File: src/rtl/dbg_apb_master.sv
// dbg_apb_master: bridges one decoded JTAG debug access onto the APB bus stage.
// The address picks a one-hot slave select (index = addr >> SLAVE_SHIFT). Only one
// transfer is outstanding at a time. The response carries read data and an error
// flag, and is held until the consumer takes it.
// Optional build macro DBG_APB_TIMEOUT_EN: aborts a transfer that stays in XFER
// for TIMEOUT_CYCLES cycles and reports it as an error. Without the macro a
// transfer waits for the slave indefinitely.
module dbg_apb_master #(
   parameter int ADDR_WIDTH     = 32,
   parameter int WDATA_WIDTH    = 32,
   parameter int RDATA_WIDTH    = 32,
   parameter int NR_SLAVES      = 4,
   parameter int SLAVE_SHIFT    = 12,
   parameter int TIMEOUT_CYCLES = 256
) (
   input  logic                   clk,
   input  logic                   rst_n,
   input  logic                   req_valid,
   output logic                   req_ready,
   input  logic                   req_wr,
   input  logic [ADDR_WIDTH-1:0]  req_addr,
   input  logic [WDATA_WIDTH-1:0] req_wdata,
   input  logic [3:0]             req_wstrobe,
   output logic                   rsp_valid,
   input  logic                   rsp_ready,
   output logic [RDATA_WIDTH-1:0] rsp_rdata,
   output logic                   rsp_err,
   output logic [ADDR_WIDTH-1:0]  apb_addr,
   output logic [NR_SLAVES-1:0]   apb_sel,
   output logic                   apb_wr_rd,
   output logic [WDATA_WIDTH-1:0] apb_wdata,
   output logic [3:0]             apb_wstrobe,
   input  logic                   apb_enable,
   input  logic                   apb_ready,
   input  logic [RDATA_WIDTH-1:0] apb_rdata
);

   typedef enum logic [1:0] {
      IDLE = 2'd0,
      XFER = 2'd1,
      RESP = 2'd2
   } state_t;

   state_t                  state;
   logic [ADDR_WIDTH-1:0]   idx;
   logic [NR_SLAVES-1:0]    sel_dec;
   logic                    decode_ok;
   logic                    xfer_done;

`ifdef DBG_APB_TIMEOUT_EN
   localparam int CNT_W = ($clog2(TIMEOUT_CYCLES + 1) > 16) ? $clog2(TIMEOUT_CYCLES + 1) : 16;
   logic [CNT_W-1:0]        tmo_cnt;
`endif

   // Acceptance only in IDLE with the bus drained, and never while reset is held.
   assign req_ready = rst_n && (state == IDLE) && !apb_enable;

   // A slave only counts as finished in its ACCESS phase.
   assign xfer_done = apb_enable && apb_ready;

   // Address decode into a one-hot select; an all-zero result is a decode error.
   always_comb begin
      idx     = req_addr >> SLAVE_SHIFT;
      sel_dec = '0;
      for (int i = 0; i < NR_SLAVES; i++) begin
         if (idx == ADDR_WIDTH'(i)) sel_dec[i] = 1'b1;
      end
      decode_ok = |sel_dec;
   end

   // Transfer FSM with all bus and response outputs registered.
   always_ff @(posedge clk) begin
      if (!rst_n) begin
         state       <= IDLE;
         rsp_valid   <= 1'b0;
         rsp_err     <= 1'b0;
         rsp_rdata   <= '0;
         apb_sel     <= '0;
         apb_addr    <= '0;
         apb_wdata   <= '0;
         apb_wstrobe <= '0;
         apb_wr_rd   <= 1'b0;
`ifdef DBG_APB_TIMEOUT_EN
         tmo_cnt     <= '0;
`endif
      end else begin
         case (state)
            IDLE: begin
               if (req_valid && req_ready) begin
                  apb_addr    <= req_addr;
                  apb_wdata   <= req_wdata;
                  apb_wstrobe <= req_wstrobe;
                  apb_wr_rd   <= req_wr;
                  if (decode_ok) begin
                     apb_sel <= sel_dec;
                     state   <= XFER;
`ifdef DBG_APB_TIMEOUT_EN
                     tmo_cnt <= '0;
`endif
                  end else begin
                     // Unmapped slave: answer immediately without touching the bus.
                     rsp_err   <= 1'b1;
                     rsp_rdata <= '0;
                     rsp_valid <= 1'b1;
                     state     <= RESP;
                  end
               end
            end
            XFER: begin
               if (xfer_done) begin
                  rsp_rdata <= apb_wr_rd ? '0 : apb_rdata;
                  rsp_err   <= 1'b0;
                  rsp_valid <= 1'b1;
                  apb_sel   <= '0;
                  state     <= RESP;
               end
`ifdef DBG_APB_TIMEOUT_EN
               // Completion takes priority over an abort in the same cycle.
               else if (tmo_cnt == CNT_W'(TIMEOUT_CYCLES - 1)) begin
                  rsp_rdata <= '0;
                  rsp_err   <= 1'b1;
                  rsp_valid <= 1'b1;
                  apb_sel   <= '0;
                  state     <= RESP;
               end else begin
                  tmo_cnt <= tmo_cnt + 1'b1;
               end
`endif
            end
            RESP: begin
               if (rsp_ready) begin
                  rsp_valid <= 1'b0;
                  state     <= IDLE;
               end
            end
            default: begin
               state <= IDLE;
            end
         endcase
      end
   end

endmodule

File: config.mk
export PLATFORM = sky130hd
export DESIGN_NAME = dbg_apb_master
export DESIGN_NICKNAME = d
export VERILOG_FILES = /design/src/rtl/dbg_apb_master.sv
export SDC_FILE = /design/constraint.sdc
export NUM_CORES = 1
export LEC_CHECK = 0
export ABC_AREA = 1
export ABC_CLOCK_PERIOD_IN_PS = 1900
export CORE_MARGIN = 2
export CORE_UTILIZATION = 40
export CTS_CLUSTER_SIZE = 14
export DETAILED_ROUTE_END_ITERATION = 16
export PLACE_DENSITY = 0.78
export REMOVE_ABC_BUFFERS = 1
export SYNTH_ARGS = -nofsm -noshare
export SYNTH_HDL_FRONTEND = slang
export SYNTH_SLANG_ARGS = --single-unit
export TNS_END_PERCENT = 1
File: constraint.sdc
create_clock -name clk -period 1.9 [get_ports clk]
set_input_delay 0.38 -clock clk [delete_from_list [all_inputs] [get_ports clk]]
set_output_delay 0.38 -clock clk [all_outputs]
set_load 0.02 [all_outputs]
== Yosys cells after proc, flatten, opt, wreduce, memory -nomap -nowiden ==
Cells that the tools add are included.

* Register bits: 109
* Input bits: 107
* Output and inout bits: 108
* Logic and storage cells: 59

* Equal/unequal tests: 10
* Multiplexer cells: 25
* Reduce and logical (&&, ||, !) cells: 15

{| class="wikitable"
|+ Operator list
! kind !! number
|-
| $mux 32 || 4
|-
| $pmux 32 s2 || 1
|-
| $eq 20x2->1 const B || 2
|-
| $logic_not 32->1 || 1
|-
| $eq 20x1->1 const B || 1
|-
| $mux 4 || 3
|-
| $mux 1 || 9
|-
| $mux 2 || 4
|-
| $ne 2x2->1 const B || 4
|-
| $pmux 4 s2 || 1
|-
| $reduce_and 4->1 || 2
|-
| $pmux 2 s3 || 1
|-
| $reduce_and 5->1 || 1
|-
| $logic_and 1x1->1 || 4
|-
| $reduce_or 4->1 || 1
|-
| $pmux 1 s3 || 1
|-
| $reduce_and 3->1 || 1
|-
| $reduce_bool 3->1 || 1
|-
| $eq 2x1->1 const B || 1
|-
| $eq 2x2->1 const B || 1
|-
| $logic_not 2->1 || 1
|-
| $ne 2x1->1 const B || 1
|-
| $pmux 1 s2 || 1
|-
| $reduce_and 2->1 || 1
|-
| other kinds (2) || 2
|}

== Longest topological paths before layout ==
* Word-level depth: 6
* Mapped depth: 12
* Mapped depth without buffers: 10

== Worst setup path after synthesis ==
No wires, ideal clock.

* Path kind: register to register
* Start point: register state[1]
* End point: register rsp_rdata[15]
* Library setup time: 0.115 ns
* Arrival: 1.624 ns
* Required time: 1.785 ns
* Slack: 0.161 ns
* Stages on the path, launching flop included: 13
* Buffers on the path: 2
* Period minus slack after synthesis: 1.739 ns
* Path through: dfxtp_1 > nor2_4 > nand2_1 > nor2_2 > nand2_2 > nand2_1 > nand2_1 > nor2_2 > buf_6 > buf_6 > nand3_1 > nand2_1 > nor2_1

* Longest elaborated chain between the ends: 6
* Elaborated cells on any way between the ends: 11
* Those cells by class: 4 x eq/ne; 1 x mux; 6 x reduce/logical

{| class="wikitable"
|+ RTL lines
! item !! RTL line !! text
|-
| from (decl) || 44 || <nowiki>state_t state;</nowiki>
|-
| from (signal assigned) || 74 || <nowiki>state <= IDLE;</nowiki>
|-
| from (signal assigned) || 96 || <nowiki>state <= XFER;</nowiki>
|-
| from (signal assigned) || 105 || <nowiki>state <= RESP;</nowiki>
|-
| $logic_not 2->1 || 56 || <nowiki>assign req_ready = rst_n && (state == IDLE) && !apb_enable;</nowiki>
|-
| $logic_and 1x1->1 (2 in a row) || 56 ||
|-
| named net req_ready || 19 || <nowiki>output logic req_ready,</nowiki>
|-
| $logic_and 1x1->1 || 89 || <nowiki>if (req_valid && req_ready) begin</nowiki>
|-
| $ne 2x1->1 (no line) || n/a ||
|-
| $reduce_and 4->1 (no line) || n/a ||
|-
| to (signal assigned) || 111 || <nowiki>rsp_rdata <= apb_wr_rd ? '0 : apb_rdata;</nowiki>
|-
| to (decl) || 26 || <nowiki>output logic [RDATA_WIDTH-1:0] rsp_rdata,</nowiki>
|}

The timed path passes the listed nets, and every way through them passes these cells.
A chain may end at the register's enable or synchronous reset.

== Final worst setup path ==
* Start point: input port rst_n
* End point: output port req_ready

* Longest elaborated chain between the ends: 2

{| class="wikitable"
|+ RTL lines
! item !! RTL line !! text
|-
| from (decl) || 17 || <nowiki>input logic rst_n,</nowiki>
|-
| $logic_and 1x1->1 (2 in a row) || 56 ||
|-
| to (decl) || 19 ||
|}

No other way between the ends.

==> impl_metrics.toml <==
[clocking]
cts_tree = "yes"
path_clk_slew_ns = 0.09
clock-sinks = 109
numCtsBuffers = 9
htree_levels = 3
clk_path_buf_depth = 2
cts-root-buf = "clkbuf_8"
clock_latency_ns = 0.36

[finish]
drive_gt1_share_pct = 6.658
fillers = 879
area_growth_pct = 62.42
nNetsFinal = 914
final_cell_count_no_fill = 947
antenna_cells = 0

[critical_path]
crit_type = "primary input to output pin"
rr_worst_depth = 12
worstSetupStartpointType = "primary input"
crit_start = "rst_n"
path_max_fanout = 2
end_kind = "output pin"
critPathSlowestCell = "clkdlybuf4s50_1"
reg2reg_to = "apb_sel[2]"
critPathRequiredTime_ns = 1.52
slowest_delay_ns = 0.50
r2r_slack_ns = 0.16
cp.arrival_ns = 1.47
timing.rr.start = "state[1]"
path_cells = "clkdlybuf4s50_1 > nand2_1 > nor2_2 > clkdlybuf4s15_1"
crit_path_end = "req_ready"

[detailed_routing]
wl_um = 13580
postRouteAntennaNets = 0
vias_per_cell = 4.893
dr.first_iter.drc_count = 272
firstDrtPassIters = 4
num_vias = 4634
drc = 0
wl_per_cell_um = 14.34

[global_route]
grt_max_degree = 70
grt_pass1_vias = 4375
grt_usage_pct = 22.85
antenna_found_initial = 0
grt_first_pass_wirelength_um = 21000
grt_overflow = 0

[floorplan]
die_w_um = 107.6
core_area_um2 = 10370
fp-row-count = 37
dieArea_um2 = 11580
start_util_pct = 41.42
ios = 215
die_h_um = 107.6

[place]
dp_slack_ns = -0.2422
gp_congestion = 0.8320
dp_cells = 929
dp_hpwl_um = 9869
portBuffers = 214

[sta]
min_period_ns = 1.850
fmax_mhz = 540.5
worst_pin_slew_ns = 0.4608
setup_viol = 0
maxSlewHeadroom_pct = 69.28
fin_skew_ns = 0.01124
worst_slack_ns = 0.04988
hold_violations = 0
rsz0062_at_grt = "yes"
finalCritPeriodShare_pct = 97.37
whs_ns = 0.4586
slew_viol_final = 0

[synthesis]
synth_top_cells_by_area = "dfxtp_1 51%, nand2_1 19%, a21oi_1 13%, nor2_1 4.4%, nand3_1 4.3%"
synth.distinct_cells = 18
synth_area_um2 = 4295
synth-seq-cells = 109
yosysTopAreaCellShare_pct = 50.80
synth_warnings = 0
yosysSeqAreaShare_pct = 50.80
syn-mean-instance-area_um2 = 7.207
synth_top_area_cell = "dfxtp_1"
syn_inst = 596

[hold_path]
hold_depth = 2
min_from = "rsp_err"
min_path_type = "flip-flop to flip-flop"

[outcome]
status = "complete, no violations"

[pwr]
p_leak_nw = 2.605
peakVddDrop_mv = 0.4220
p_per_area_nw_per_um2 = 792.9

[run]
cap_violations = 0
==> cell type report <==
| cell class | instances | area (µm²) | area share (%) |
|---|---|---|---|
| timing repair buffer | 243 | 2456 | 35.20 |
| sequential | 109 | 2182 | 31.28 |
| multi-input combinational | 429 | 1851 | 26.52 |
| tap | 136 | 170.2 | 2.439 |
| clock buffer | 11 | 141.4 | 2.027 |
| clock inverter | 4 | 120.1 | 1.722 |
| inverter | 15 | 56.30 | 0.8070 |
==> cells in the final DEF (no fill, tap or decap), drive strengths merged <==
cell           instances
nand4                  4
clkbuf                12
dfxtp                109
nand3                 38
clkdlybuf4s15          1
bufinv                 4
inv                   15
a21oi                110
buf                   28
o21ai                  4
nand2                218
nor3                   1
clkdlybuf4s50        213
nor2                  53
o211ai                 1
==> stage by stage <==
stage                     setup TNS (ns)  instance area [µm²]  utilization, %  total power, mW
after global routing           -0.009441                 6977           67.28            5.777
after global placement            -11.95                 6666           64.29            3.752
final                                  0                 6977           67.28            5.531
after CTS                              0                 6927           66.80            5.550
after detailed placement          -15.04                 6666           64.29            3.784
after floorplan                   -95.82                 4074               -            3.082
==> synth_stat cells, drive strengths merged <==
master / count
a21oi: 110
nor3: 1
dfxtp: 109
buf: 18
nand2: 218
o21ai: 4
nor2: 53
nand4: 4
nand3: 38
inv: 15
o211ai: 1
clkbuf: 25
==> timing repair <==
action | 4_1_cts | 5_1_grt
setup endpoints to repair | 1 | 37
cloned | 0 | 1
gates resized for setup | 1 | 4
hold buffers | 0 | 0
setup buffers | 0 | 2
pin swaps | 0 | 1
hold endpoints to repair | 0 | 0
==> per-layer routing <==
| layer | up-vias | GRT usage, % | wire length [µm] |
|---|---|---|---|
| met5 | - | 0 | 0 |
| met4 | 0 | 9.890 | 400 |
| met3 | 29 | 3.390 | 653 |
| met2 | 128 | 40.97 | 6991 |
| met1 | 2141 | 26.91 | 5531 |
| li1 | 2336 | - | - |
==> flip-flops by register name, summed over array words and instances, names as in the netlist <==
| name | count |
|---|---|
| apb_addr | 32 |
| apb_wr_rd | 1 |
| apb_wdata | 32 |
| rsp_valid | 1 |
| apb_wstrobe | 4 |
| rsp_rdata | 32 |
| state | 2 |
| rsp_err | 1 |
| apb_sel | 4 |
==> logic make-up after synthesis <==
kind of cell	share of synthesized area, %
simple gates	29.27
compound gates	13.46
flops	50.80
buf+inv	6.467
==> power breakdown <==
group | switching [mW] | internal [mW] | leakage (nW) | total, mW
combinational | 0.597 | 0.662 | 1.59 | 1.26
clock | 0.730 | 1.04 | 0.130 | 1.77
sequential | 0.0760 | 2.43 | 0.888 | 2.50
==> worst min-delay path by stage <==
stage / to / slack, ns
finish: rsp_err / 0.46
global route: apb_wdata[26] / 0.48
CTS: rsp_err / 0.46
detailed placement: rsp_err / 0.45
global placement: rsp_err / 0.44
floorplan: rsp_rdata[0] / 0.50
==> worst max-delay path, delay by kind of cell <==
kind,cells,cell delay [ns]
buffers and inverters,2,0.82
and+or+nand+nor,2,0.27
Power figures use the tool's default switching activity.
==> RTL edit (same settings) <==
Set the parameter `SLAVE_SHIFT` to 6 (it was 12).
--- a/src/rtl/dbg_apb_master.sv
+++ b/src/rtl/dbg_apb_master.sv
@@ -12,3 +12,3 @@
    parameter int NR_SLAVES      = 4,
-   parameter int SLAVE_SHIFT    = 12,
+   parameter int SLAVE_SHIFT    = 6,
    parameter int TIMEOUT_CYCLES = 256
Formal check against the unedited RTL: not equivalent (a bounded check fails within 4 cycles, from zero or initial values and one cycle with rst_n low).
==> RTL edit against the unedited design <==
Global-route usage shrank 0.75 points; critical path depth grew 7; sequential cell count is the same; setup slack lost 0.026 ns; synthesized area grew 0.55%; count of clock-buffer cells in the layout shrank 2; design area grew 2.6%; routed wire length grew 2.8%; critical path type is now primary input to flip-flop; hold slack lost 0.15 ns.
Power is not compared: it rests on default switching activity, and its combinational part moved more than twofold at a synthesized area within 25%.
==> RTL edit: results (changes against the unedited design) <==
status -> finished, final reports clean
initial detailed-routing violation count -> 297 (+9.2%)
Setup Skew -> 0.008480 ns (-0.002764 ns)
DR WL met2 -> 6.842 mm (-2.1%)
Slew headroom -> 74.93% (+5.7 points)
cells taking the most area after synthesis -> dfxtp_1 51%, nand2_1 20%, a21oi_1 13%, nor2_1 5.5%, nand3_1 4.3%
detailed-route wire length -> 13.96 mm (+2.8%)
metal3 WL -> 1.273 mm (+95%)
M2 GR Usage -> 37.74% (-3.2 points)
placed cell areas -> 0.006750 sq mm (+1.3%)
number of global-route vias before repair -> 4284 (-2.1%)
R2R depth -> 9 (-3)
gr usage total -> 22.09% (-0.75 points)
Initial DRT Pass Iterations -> 7 (+3)
vias per cell -> 4.881 (-0.25%)
gpl congestion -> 0.7702 (-7.4%)
Reg-to-Reg End -> rsp_rdata[21]
nets -> 933 (+2.1%)
CP Launch Point -> req_addr[25]
CP arrival -> 2.15 ns (+0.68 ns)
CP Max Fanout -> 9 (+7)
GR Util met3 -> 7.627% (+4.2 points)
Worst Hold Path Cells -> 3 (+1)
Power Total -> 7.370 mW
Skew-Pair Late Insertion Delay -> 0.38 ns (+0.02 ns)
RTL edit: kinds of logic (layout without fill, tap and decap cells):
logic type             count (synthesis)  after routing  share of synthesized area, %
AOI/OAI and AO/OA                    114            114                         13.21
and+or+nand+nor                      335            335                         30.91
buffers and inverters                 52            273                         5.359
DFF                                  109            109                         50.52
RTL edit: how the worst min path moves through the flow:
stage,end,start
after floorplan,rsp_rdata[0],rst_n
after global placement,rsp_err,rsp_err
after detailed placement,apb_addr[19],apb_addr[19]
after CTS,apb_wdata[1],apb_wdata[1]
after global routing,apb_addr[9],req_addr[9]
final,apb_addr[9],req_addr[9]
RTL edit: final cells by class:
type,instances,area (sq um)
clock buffer,9,123.9
clock inverter,7,82.58
fill,854,3261
inverter,9,33.78
multi-input combinational,449,2012
sequential,109,2182
tap,136,170.2
timing repair buffer,248,2551
RTL edit: worst max-delay path: cells and delay by family:
kind	cells	cell delay (ns)
AND/OR/NAND/NOR	8	0.99
buffers and inverters	2	0.63
AO/OA/AOI/OAI	1	0.16
